[config.mk]
export PLATFORM = sky130hd
export DESIGN_NAME = ps2_host_tx
export DESIGN_NICKNAME = d
export VERILOG_FILES = /design/src/rtl/ps2_host_tx.sv
export SDC_FILE = /design/constraint.sdc
export NUM_CORES = 1
export LEC_CHECK = 0
export ABC_AREA = 0
export CORE_ASPECT_RATIO = 0.75
export CORE_MARGIN = 3
export CORE_UTILIZATION = 59
export CTS_CLUSTER_DIAMETER = 200
export DETAILED_ROUTE_END_ITERATION = 8
export GPL_ROUTABILITY_DRIVEN = 0
export PLACE_DENSITY = 0.88
export SETUP_SLACK_MARGIN = 0.2
export SYNTH_ARGS = -nofsm -noshare
export SYNTH_HDL_FRONTEND = slang
export SYNTH_SLANG_ARGS = --single-unit
[constraint.sdc]
create_clock -name i_clk -period 2.25 [get_ports i_clk]
set_input_delay 0.45 -clock i_clk [delete_from_list [all_inputs] [get_ports i_clk]]
set_output_delay 0.45 -clock i_clk [all_outputs]
set_load 0.02 [all_outputs]
[src/rtl/ps2_host_tx.sv]
// PS/2 host-to-device command transmitter over open-drain PS2Clk/PS2Data.
// Optional macro PS2_TX_RETRY_EN: one automatic retry after a NACK or timeout.
module ps2_host_tx #(
  parameter int INHIBIT_CYCLES    = 10000,
  parameter int START_HOLD_CYCLES = 200,
  parameter int TIMEOUT_CYCLES    = 2000000
) (
  input  logic       i_clk,
  input  logic       i_rst,
  input  logic [7:0] i_data,
  input  logic       i_valid,
  output logic       o_ready,
  output logic       o_busy,
  output logic       o_done,
  output logic       o_nack,
  output logic       o_timeout,
  input  logic       i_ps2_clk,
  input  logic       i_ps2_data,
  output logic       o_ps2_clk_oe,
  output logic       o_ps2_data_oe
);

  localparam int HOLD_MAX = (INHIBIT_CYCLES > START_HOLD_CYCLES) ? INHIBIT_CYCLES : START_HOLD_CYCLES;
  localparam int HOLD_W   = $clog2(HOLD_MAX + 1);
  localparam int TO_W     = $clog2(TIMEOUT_CYCLES + 1);
  localparam logic [HOLD_W-1:0] INHIBIT_LAST = HOLD_W'(INHIBIT_CYCLES - 1);
  localparam logic [HOLD_W-1:0] START_LAST   = HOLD_W'(START_HOLD_CYCLES - 1);
  localparam logic [TO_W-1:0]   TO_LAST      = TO_W'(TIMEOUT_CYCLES - 1);

  typedef enum logic [2:0] {
    S_IDLE,
    S_INHIBIT,
    S_START,
    S_BITS,
    S_WAIT_IDLE,
    S_DONE
  } state_t;

  state_t             state, state_n;
  logic [HOLD_W-1:0]  hold_cnt, hold_n;
  logic [TO_W-1:0]    to_cnt, to_n;
  logic [3:0]         bit_cnt, bit_n;
  logic               clk_oe, clk_oe_n;
  logic               data_oe, data_oe_n;
  logic               nack, nack_n;
  logic               timeout, timeout_n;
  logic               nack_pend, nack_pend_n;
  logic               load;
  logic               fail_nack, fail_to;
  logic [7:0]         tx_byte;
  logic               tx_parity;
  logic               clk_p0, clk_p1, clk_p2;
  logic               dat_p0, dat_p1;
  logic               clk_fall, clk_edge, to_expired;
`ifdef PS2_TX_RETRY_EN
  logic               retried, retried_n;
`endif

  function automatic logic frame_bit(input logic [7:0] d, input logic p, input logic [3:0] idx);
    if (idx < 4'd8)
      frame_bit = d[idx[2:0]];
    else if (idx == 4'd8)
      frame_bit = p;
    else
      frame_bit = 1'b1;
  endfunction

  assign clk_fall   = clk_p2 & ~clk_p1;
  assign clk_edge   = clk_p2 ^ clk_p1;
  assign to_expired = (to_cnt == TO_LAST);

  always_comb begin
    state_n     = state;
    hold_n      = hold_cnt;
    bit_n       = bit_cnt;
    data_oe_n   = data_oe;
    nack_n      = nack;
    timeout_n   = timeout;
    nack_pend_n = nack_pend;
    load        = 1'b0;
    fail_nack   = 1'b0;
    fail_to     = 1'b0;
`ifdef PS2_TX_RETRY_EN
    retried_n   = retried;
`endif
    case (state)
      S_IDLE: begin
        data_oe_n = 1'b0;
        if (i_valid) begin
          load        = 1'b1;
          state_n     = S_INHIBIT;
          hold_n      = '0;
          nack_n      = 1'b0;
          timeout_n   = 1'b0;
          nack_pend_n = 1'b0;
`ifdef PS2_TX_RETRY_EN
          retried_n   = 1'b0;
`endif
        end
      end
      S_INHIBIT: begin
        data_oe_n = 1'b0;
        if (hold_cnt == INHIBIT_LAST) begin
          state_n   = S_START;
          hold_n    = '0;
          data_oe_n = 1'b1;
        end else begin
          hold_n = hold_cnt + 1'b1;
        end
      end
      S_START: begin
        data_oe_n = 1'b1;
        if (hold_cnt == START_LAST) begin
          state_n = S_BITS;
          bit_n   = '0;
        end else begin
          hold_n = hold_cnt + 1'b1;
        end
      end
      S_BITS: begin
        // The device clocks the frame; the host only updates data on its falls.
        if (clk_fall) begin
          if (bit_cnt == 4'd10) begin
            nack_pend_n = dat_p1;
            state_n     = S_WAIT_IDLE;
          end else begin
            data_oe_n = ~frame_bit(tx_byte, tx_parity, bit_cnt);
            bit_n     = bit_cnt + 4'd1;
          end
        end else if (to_expired) begin
          fail_to = 1'b1;
        end
      end
      S_WAIT_IDLE: begin
        data_oe_n = 1'b0;
        if (clk_p1 && dat_p1) begin
          if (nack_pend) begin
            fail_nack = 1'b1;
          end else begin
            state_n   = S_DONE;
            nack_n    = 1'b0;
            timeout_n = 1'b0;
          end
        end else if (to_expired) begin
          fail_to = 1'b1;
        end
      end
      S_DONE: begin
        state_n = S_IDLE;
      end
      default: begin
        state_n = S_IDLE;
      end
    endcase

    if (fail_nack || fail_to) begin
      data_oe_n = 1'b0;
      hold_n    = '0;
`ifdef PS2_TX_RETRY_EN
      if (!retried) begin
        state_n   = S_INHIBIT;
        retried_n = 1'b1;
      end else begin
        state_n   = S_DONE;
        nack_n    = fail_nack;
        timeout_n = fail_to;
      end
`else
      state_n   = S_DONE;
      nack_n    = fail_nack;
      timeout_n = fail_to;
`endif
    end

    // Any synchronized clock edge or state change restarts the watchdog.
    if ((state_n != state) || clk_edge)
      to_n = '0;
    else if ((state == S_BITS) || (state == S_WAIT_IDLE))
      to_n = to_cnt + 1'b1;
    else
      to_n = to_cnt;

    clk_oe_n = (state_n == S_INHIBIT) || (state_n == S_START);
  end

  always_ff @(posedge i_clk) begin
    if (i_rst) begin
      state     <= S_IDLE;
      hold_cnt  <= '0;
      to_cnt    <= '0;
      bit_cnt   <= '0;
      clk_oe    <= 1'b0;
      data_oe   <= 1'b0;
      nack      <= 1'b0;
      timeout   <= 1'b0;
      nack_pend <= 1'b0;
      clk_p0    <= 1'b1;
      clk_p1    <= 1'b1;
      clk_p2    <= 1'b1;
      dat_p0    <= 1'b1;
      dat_p1    <= 1'b1;
`ifdef PS2_TX_RETRY_EN
      retried   <= 1'b0;
`endif
    end else begin
      state     <= state_n;
      hold_cnt  <= hold_n;
      to_cnt    <= to_n;
      bit_cnt   <= bit_n;
      clk_oe    <= clk_oe_n;
      data_oe   <= data_oe_n;
      nack      <= nack_n;
      timeout   <= timeout_n;
      nack_pend <= nack_pend_n;
      clk_p0    <= i_ps2_clk;
      clk_p1    <= clk_p0;
      clk_p2    <= clk_p1;
      dat_p0    <= i_ps2_data;
      dat_p1    <= dat_p0;
`ifdef PS2_TX_RETRY_EN
      retried   <= retried_n;
`endif
    end
  end

  always_ff @(posedge i_clk) begin
    if (load) begin
      tx_byte   <= i_data;
      tx_parity <= ~^i_data;
    end
  end

  assign o_ready       = (state == S_IDLE);
  assign o_busy        = (state != S_IDLE);
  assign o_done        = (state == S_DONE);
  assign o_nack        = nack;
  assign o_timeout     = timeout;
  assign o_ps2_clk_oe  = clk_oe;
  assign o_ps2_data_oe = data_oe;

endmodule

==> results of run 1 <==
registers in the layout, indices dropped and copies added, names as in the netlist:
signal,cells
clk_p0,1
clk_p2,1
to_cnt,21
hold_cnt,14
state,3
o_ps2_data_oe,1
o_nack,1
dat_p0,1
dat_p1,1
bit_cnt,4
tx_parity,1
tx_byte,8
nack_pend,1
o_ps2_clk_oe,1
clk_p1,1
o_timeout,1
layout make-up:
cell class | count | area [um2]
well taps | 72 | 90.1
repair buffers | 62 | 542
multi-input cells | 250 | 1860
clock inverters | 4 | 72.6
clock buffers | 12 | 135
fillers | 286 | 990
flip-flops and latches | 61 | 1310
inverters | 9 | 33.8
cells by family after synthesis:
kind of cell,count (synthesis),share of synthesized area (%)
XOR/XNOR,41,11.4
multiplexers,7,3.09
adder cells (fa/ha/maj),6,2.38
flip-flops,61,41.5
AO/OA/AOI/OAI,29,7.97
AND/OR/NAND/NOR,166,30.4
buffers and inverters,21,3.25
power groups by stage:
| stage | Combinational (mW) | Sequential (mW) | Clock [mW] |
|---|---|---|---|
| 3_3_place_gp | 0.169 | 1.16 | 0 |
| 3_5_place_dp | 0.175 | 1.16 | 0 |
| 2_1_floorplan | 0.108 | 1.16 | 0 |
| 4_1_cts | 0.206 | 1.14 | 1.05 |
| 5_1_grt | 0.239 | 1.14 | 1.11 |
| 6_report | 0.225 | 1.14 | 1.04 |
placed cells by master (no fill, tap or decap), types with 3 or more instances in the layout:
cell / netlist / layout
a21oi_1: 9 / 8
xor2_1: 20 / 20
and2_1: 5 / 5
and3_1: 9 / 9
buf_4: 1 / 38
clkbuf_1: 5 / 3
nor4b_1: 4 / 4
nand2_1: 24 / 24
nor2b_1: 3 / 3
nor2_2: 10 / 5
ha_1: 6 / 6
nand2b_1: 3 / 3
edfxtp_1: 9 / 9
nand4_1: 10 / 10
o211ai_1: 3 / 3
nor3_1: 5 / 4
clkdlybuf4s50_1: 0 / 16
or2_2: 5 / 5
xnor2_1: 21 / 21
nor2_1: 37 / 37
mux2i_1: 3 / 3
clkbuf_8: 0 / 9
buf_6: 2 / 3
nor2_4: 0 / 5
nor4bb_1: 5 / 4
nand3_1: 20 / 20
inv_1: 9 / 9
and4_1: 4 / 4
dfxtp_1: 52 / 50
nor3b_1: 4 / 4
worst max-delay path by stage:
stage | endpoint | slack, ns | depth (start not counted)
after floorplan | to_cnt[3] | 0.34 | 6
after global placement | to_cnt[6] | -0.16 | 5
after detailed placement | to_cnt[7] | -0.23 | 5
after CTS | hold_cnt[3] | 0.20 | 7
after global routing | to_cnt[20] | 0.08 | 7
final | to_cnt[6] | 0.11 | 7
repair_timing:
item	CTS	global route
pin swaps	2	16
setup endpoints to repair	25	44
resized for setup	7	22
cloned	1	1
setup buffers	4	1
layer usage:
metal / share of wire, % / vias to the layer above
li1: - / 1299
met1: 39 / 1359
met2: 47 / 167
met3: 10 / 32
met4: 3.1 / 0
met5: 0 / -
per-stage QoR:
step	util (%)	setup TNS, ns	instances	area, um2
2_1_floorplan	-	0	331	3160
5_1_grt	80.4	0	470	4050
3_5_place_dp	72.5	-3.79	447	3650
3_3_place_gp	72.5	-2.73	447	3650
6_report	80.4	0	470	4050
4_1_cts	78.5	0	468	3950
==> impl_metrics.toml, run 1 <==
[critical_path]
cp-end-kind = "flip-flop"
critPathKind = "flip-flop to flip-flop"
required_ns = 2.48
r2r_setup_slack_ns = 0.11
startpoint_type = "flip-flop"
worst-path-max-fanout = 10
cp_cell_sequence = "or3b_4 -> buf_6 -> a2111oi_4 -> a31oi_4 -> o311ai_4 -> buf_12 -> nor2_1"
worst_ep_arrival_time_ns = 2.37
path_buf_inv = 2
cpPeakStageDelay_ns = 0.48
worstReg2RegStart = "state[1]"
cp_slowest_cell = "a2111oi_4"
ff2ff_path_depth = 7
timing.rr.end = "to_cnt[6]"
cp-startpoint = "state[1]"
crit_family = "compound AO/OA/AOI/OAI gates"

[grt]
use_met2_pct = 42.0
top_usage_layer = "met2"
met1_usage_pct = 32.7
use_met3_pct = 5.75
grt_pass1_wl_um = 13000
grt_usage_pct = 25.7
grt_max_degree = 14
antenna_found_initial = 0
grt_pass1_vias = 2757
grt-ovfl-total = 0

[route]
ant_nets = 0
drtIter0Drc = 315
drt-vias-per-instance = 6.08
drc_errors = 0
first_pass_iters = 7
drt_wl_total_um = 8520
wire_per_inst_um = 18.1
dr_total_vias = 2857

[timing]
hold_violations = 0
rsz0062_at_grt = "true"
fin_skew_ns = 0.00631
setup_slack_ns = 0.111
slew_viol_final = 0
max_freq_ghz = 0.468
timing.hold.ws_ns = 0.410
tightest_slew_ns = 0.787
setup_viol = 0
fin_crit_ns = 2.14
post-route-period-util_pct = 95.1
slew_headroom_pct = 47.1

[min_path]
min_path_type = "flip-flop to flip-flop"
holdPathStages = 1
holdPathEnd = "dat_p1"
min-delay-start = "dat_p0"

[place]
io_buffers = 19
dp_hpwl_um = 5250
dpl_worst_slack_ns = -0.230

[clock_tree]
numCtsBuffers = 9
clock_path_buffers = 2
cts_max_level = 3
cts_tree = "yes"
clock_sinks = 61
clk_latency_ns = 0.34
path_clk_slew_ns = 0.06
root_buffer = "clkbuf_8"
ctsHoldBuffers = 0

[yosys]
syn_inst = 331
yosysWarnings = 0
synth_enable_flop_cells = 9
async_flop_share_pct = 0
synth_nets = 350
ys_seq_area_share_pct = 41.5
ys_ff_latch = 61
synth_top_area_cell = "dfxtp_1"
syn_area_um2 = 3160
synthTopCellsByArea = "dfxtp_1 33%, edfxtp_1 8.6%, xnor2_1 5.8%, xor2_1 5.5%, nor2_1 4.4%"
synth_flop_cell = "dfxtp_1"
synthTopCellsByCount = "52 x dfxtp_1, 37 x nor2_1, 24 x nand2_1"
yosys.cell_types.count = 57
syn_avg_cell_area_um2 = 9.54
synth_most_common_cell = "dfxtp_1"
synth_top_area_share_pct = 33.0

[power_and_ir_drop]
swShare_pct = 22.7
ir_drop_mv = 0.510
p_comb_share_pct = 9.3
p_clk_share_pct = 43.3
power_density_nw_per_um2 = 596
p_switching_uw = 548
power.internal_mw = 1.86
power_mw = 2.41
leakagePower_nw = 1.44
power_frac_seq_pct = 47.3

[floorplan]
row_count = 22
initial_core_util_pct = 62.7
core-area_um2 = 5040
io_pins = 20
dieArea_um2 = 6270
die_w_um = 90.5
fp.dieH_um = 69.3

[finish]
fin_nets = 412
diodes = 0
syn2layout_area_growth_pct = 28.2
drive_gt1_share_pct = 24.4

[run_status]
status = "complete, no violations"

[run]
drv_cap = 0
(Power assumes the default switching activity.)
==> inputs of run 2 (changes only) <==
--- a/config.mk
+++ b/config.mk
@@ -13,7 +13,7 @@
 export DETAILED_ROUTE_END_ITERATION = 8
 export GPL_ROUTABILITY_DRIVEN = 0
 export PLACE_DENSITY = 0.88
-export SETUP_SLACK_MARGIN = 0.2
+export SETUP_SLACK_MARGIN = 0.4
 export SYNTH_ARGS = -nofsm -noshare
 export SYNTH_HDL_FRONTEND = slang
 export SYNTH_SLANG_ARGS = --single-unit
==> impl_metrics.toml, run 2 (synthesis results as in run 1) <==
[run_status]
status = "complete, no violations"

[clock_tree]
numCtsBuffers = 9
path_clk_slew_ns = 0.07
clock_sinks = 61
ctsHoldBuffers = 0
clk_latency_ns = 0.35
clock_path_buffers = 2
root_buffer = "clkbuf_8"
cts_max_level = 3
cts_tree = "yes"

[critical_path]
cp-end-kind = "flip-flop"
r2r_setup_slack_ns = 0.16
worst-path-max-fanout = 11
worstReg2RegStart = "state[1]"
critPathKind = "flip-flop to flip-flop"
startpoint_type = "flip-flop"
cp-startpoint = "state[1]"
required_ns = 2.53
worst_ep_arrival_time_ns = 2.37

[floorplan]
fp.dieH_um = 69.3
row_count = 22
die_w_um = 90.5
io_pins = 20
core-area_um2 = 5040
dieArea_um2 = 6270
initial_core_util_pct = 62.7

[timing]
slew_viol_final = 0
slew_headroom_pct = 45.0
fin_skew_ns = 0.00857
rsz0062_at_grt = "true"
tns_ns = 0
setup_viol = 0
timing.hold.ws_ns = 0.414
max_freq_ghz = 0.479
post-route-period-util_pct = 92.9
hold_violations = 0
tightest_slew_ns = 0.819
fin_crit_ns = 2.09
setup_slack_ns = 0.160

[grt]
grt_max_degree = 14
grt_usage_pct = 25.7
grt-ovfl-total = 0
grt_pass1_vias = 2771
antenna_found_initial = 0
grt_pass1_wl_um = 12800

[finish]
largest_register = "to_cnt"
fin_nets = 414
top_regs = "to_cnt x21, hold_cnt x14, tx_byte x8"
largest_reg_flops = 21
mostFrequentLayoutCells = "46 x dfxtp_1, 39 x buf_4, 33 x nor2_1"
instances_no_fill = 472
mostFrequentLayoutCell = "dfxtp_1"
drive_gt1_share_pct = 29.3
syn2layout_area_growth_pct = 30.4
diodes = 0
fin_util_pct = 81.7

[power_and_ir_drop]
power_density_nw_per_um2 = 575
ir_drop_mv = 0.452
leakagePower_nw = 1.48

[run]
drv_cap = 0

[place]
io_buffers = 19
dp_hpwl_um = 5110
dpl_worst_slack_ns = -0.261
dp.cells = 445

[route]
drt_wl_total_um = 8710
dr_total_vias = 2918
drc_errors = 0
drt-vias-per-instance = 6.18
ant_nets = 0
first_pass_iters = 5
wire_per_inst_um = 18.5
drtIter0Drc = 329

[min_path]
min_path_type = "flip-flop to flip-flop"
min-delay-start = "dat_p0"
run 2: changes by cell type in the layout (fill, tap and decap cells not counted), sizes merged:
cell / delta
buf: +3
bufinv: -1
clkdlybuf4s15: +1
inv: +2
clkinvlp: +1
clkbuf: -2
dlygate4sd2: -2
run 2: timing repair:
item                       in CTS  in global routing
buffers inserted                6                  3
pin swaps                      12                  8
setup endpoints to repair      48                 45
gates cloned                    1                  1
resized for setup              26                 28
run 2: layout make-up:
| cell class | count | area, um2 |
|---|---|---|
| fill | 273 | 922 |
| inverter | 9 | 33.8 |
| multi-input combinational | 250 | 1910 |
| clock buffer | 10 | 128 |
| clock inverter | 6 | 71.3 |
| timing repair buffer | 64 | 561 |
| tap | 72 | 90.1 |
| sequential | 61 | 1320 |
run 2: final timing paths:
kind	end	depth (start not counted)
worst max-delay path	to_cnt[13]	6
worst min-delay path	dat_p1	1
worst max register to register	to_cnt[13]	6
worst min register to register	dat_p1	1
run 2: report_power, final:
part           switching (mW)  internal (mW)
registers             0.00943           1.13
logic                   0.122          0.110
clock network           0.473          0.521
total                   0.604           1.76
run 2: critical path, cell delays in order (launching register included):
cell and delay, ns:
dfxtp_2 0.34, buf_4 0.17, or2_2 0.33, nor3_1 0.69, o311ai_4 0.19, buf_12 0.19, nor2_1 0.11
run 2: metal layers:
layer | global-route usage (%) | up-vias | wire length (um)
met5 | 0 | - | 0
met1 | 30.6 | 1380 | 3600
li1 | - | 1308 | -
met4 | 11.7 | 0 | 338
met2 | 42.5 | 185 | 4010
met3 | 8.35 | 45 | 763
run 2: through the flow:
step                      total power, mW  cell area, um2
final                                2.37            4120
after global routing                 2.43            4120
after CTS                            2.34            3980
after detailed placement             1.34            3640
after global placement               1.33            3640
after floorplan                      1.27            3160
==> inputs of run 3 (changes only) <==
--- a/config.mk
+++ b/config.mk
@@ -12,6 +12,7 @@
 export CTS_CLUSTER_DIAMETER = 200
 export DETAILED_ROUTE_END_ITERATION = 8
 export GPL_ROUTABILITY_DRIVEN = 0
+export MAX_ROUTING_LAYER = met4
 export PLACE_DENSITY = 0.88
 export SETUP_SLACK_MARGIN = 0.4
 export SYNTH_ARGS = -nofsm -noshare
==> impl_metrics.toml, run 3 (synthesis results as in run 1) <==
[route]
dr_total_vias = 2977
ant_nets = 0
wire_per_inst_um = 18.8
drt_wl_total_um = 8890
drtIter0Drc = 368
first_pass_iters = 5
drc_errors = 0
drt-vias-per-instance = 6.31

[critical_path]
cp-end-kind = "flip-flop"
worst-path-max-fanout = 7
crit_family = "compound AO/OA/AOI/OAI gates"
cpPeakStageDelay_ns = 0.43
path_buf_inv = 2
required_ns = 2.49
timing.rr.end = "hold_cnt[3]"
crit_cells = 7
cp_cell_sequence = "or3b_4 -> buf_8 -> a2111oi_4 -> a31oi_4 -> o211ai_4 -> buf_6 -> nor2_1"
startpoint_type = "flip-flop"
worstReg2RegStart = "state[1]"
cp_slowest_cell = "a2111oi_4"
ff2ff_path_depth = 7
r2r_setup_slack_ns = 0.15
cp-startpoint = "state[1]"
endpoint = "hold_cnt[3]"
worst_ep_arrival_time_ns = 2.33
critPathKind = "flip-flop to flip-flop"

[clock_tree]
clk_latency_ns = 0.35
path_clk_slew_ns = 0.07
numCtsBuffers = 9
cts_max_level = 3
cts_tree = "yes"
clock_path_buffers = 2
ctsHoldBuffers = 0
clock_sinks = 61
root_buffer = "clkbuf_8"

[place]
io_buffers = 19
dpl_worst_slack_ns = -0.261
dp.cells = 445
dpl-instance-area_um2 = 3640
dp_hpwl_um = 5110

[timing]
fin_crit_ns = 2.10
setup_viol = 0
tightest_slew_ns = 0.728
max_freq_ghz = 0.477
hold_violations = 0
setup_slack_ns = 0.155
rsz0062_at_grt = "true"
post-route-period-util_pct = 93.1
slew_viol_final = 0
slew_headroom_pct = 51.1
fin_skew_ns = 0.00681

[floorplan]
initial_core_util_pct = 62.7
row_count = 22
dieArea_um2 = 6270
core-area_um2 = 5040
io_pins = 20
die_w_um = 90.5
fp.dieH_um = 69.3

[power_and_ir_drop]
power_mw = 2.36
power_density_nw_per_um2 = 575
ir_drop_mv = 0.500
leakagePower_nw = 1.48

[grt]
grt_pass1_wl_um = 12800
grt_max_degree = 14
antenna_found_initial = 0
grt_usage_pct = 26.6
grt-ovfl-total = 0
grt_pass1_vias = 2766

[min_path]
holdPathStages = 1
min_path_type = "flip-flop to flip-flop"

[finish]
instances_no_fill = 472
drive_gt1_share_pct = 29.3
multiInputGateArea_um2 = 1900
largest_register = "to_cnt"
syn2layout_area_growth_pct = 30.0
top_regs = "to_cnt x21, hold_cnt x14, tx_byte x8"
fin_nets = 414
diodes = 0
num-fill-cells = 286
seq_area_um2 = 1320
finalInstanceArea_um2 = 4110
largest_reg_flops = 21
mostFrequentLayoutCells = "46 x dfxtp_1, 39 x buf_4, 32 x nor2_1"
fin_util_pct = 81.5
mostFrequentLayoutCell = "dfxtp_1"

[run]
drv_cap = 0

[run_status]
status = "complete, no violations"
## run 3: cell types whose count changed in the layout (fill, tap and decap cells not counted)
cell,before,now
nor2_2,13,15
nor2_4,1,0
xor2_2,1,0
xor2_1,19,20
nor2_1,33,32
## run 3: power breakdown
| part | total (mW) | internal (mW) | switching [mW] | leakage [nW] |
|---|---|---|---|---|
| registers | 1.14 | 1.13 | 0.0106 | 0.510 |
| clock network | 0.985 | 0.520 | 0.465 | 0.0935 |
| logic | 0.232 | 0.111 | 0.121 | 0.874 |
## run 3: timing repair
action,4_1_cts,5_1_grt
resized for setup,26,27
setup buffers,6,3
cloned,1,1
pin swaps,12,7
setup endpoints to repair,48,45
## run 3: area by class of cell
class / instances / share of cell area, %
flip-flops and latches: 61 / 32.1
inverters: 9 / 0.823
repair buffers: 64 / 13.7
well taps: 72 / 2.19
clock inverters: 6 / 1.74
multi-input cells: 250 / 46.4
clock buffers: 10 / 3.11
## run 3: how the worst min path moves through the flow
stage	startpoint	end	slack (ns)
after floorplan	clk_p0	clk_p1	0.39
after global placement	clk_p0	clk_p1	0.39
after detailed placement	dat_p0	dat_p1	0.40
after CTS	dat_p0	dat_p1	0.42
after global routing	dat_p0	dat_p1	0.42
final	dat_p0	dat_p1	0.41
## run 3: worst reg2reg max path, delay by kind of cell, from the launching register on
family	cells	cell delay, ns
simple gates	2	0.47
buf+inv	2	0.32
flops	1	0.34
compound gates	3	0.85
## run 3: layer usage
metal	global-route usage [%]	vias up	share of wire (%)
met2	42.8	195	47
met5	-	-	0
met3	8.57	64	8.5
met1	30.8	1412	40
met4	11.2	0	4.1
li1	-	1306	-
## run 3: per-stage QoR
stage	TNS, ns	hold WS [ns]
2_1_floorplan	0	0.389
3_3_place_gp	-2.40	0.394
3_5_place_dp	-4.28	0.400
4_1_cts	0	0.417
5_1_grt	0	0.423
6_report	0	0.414
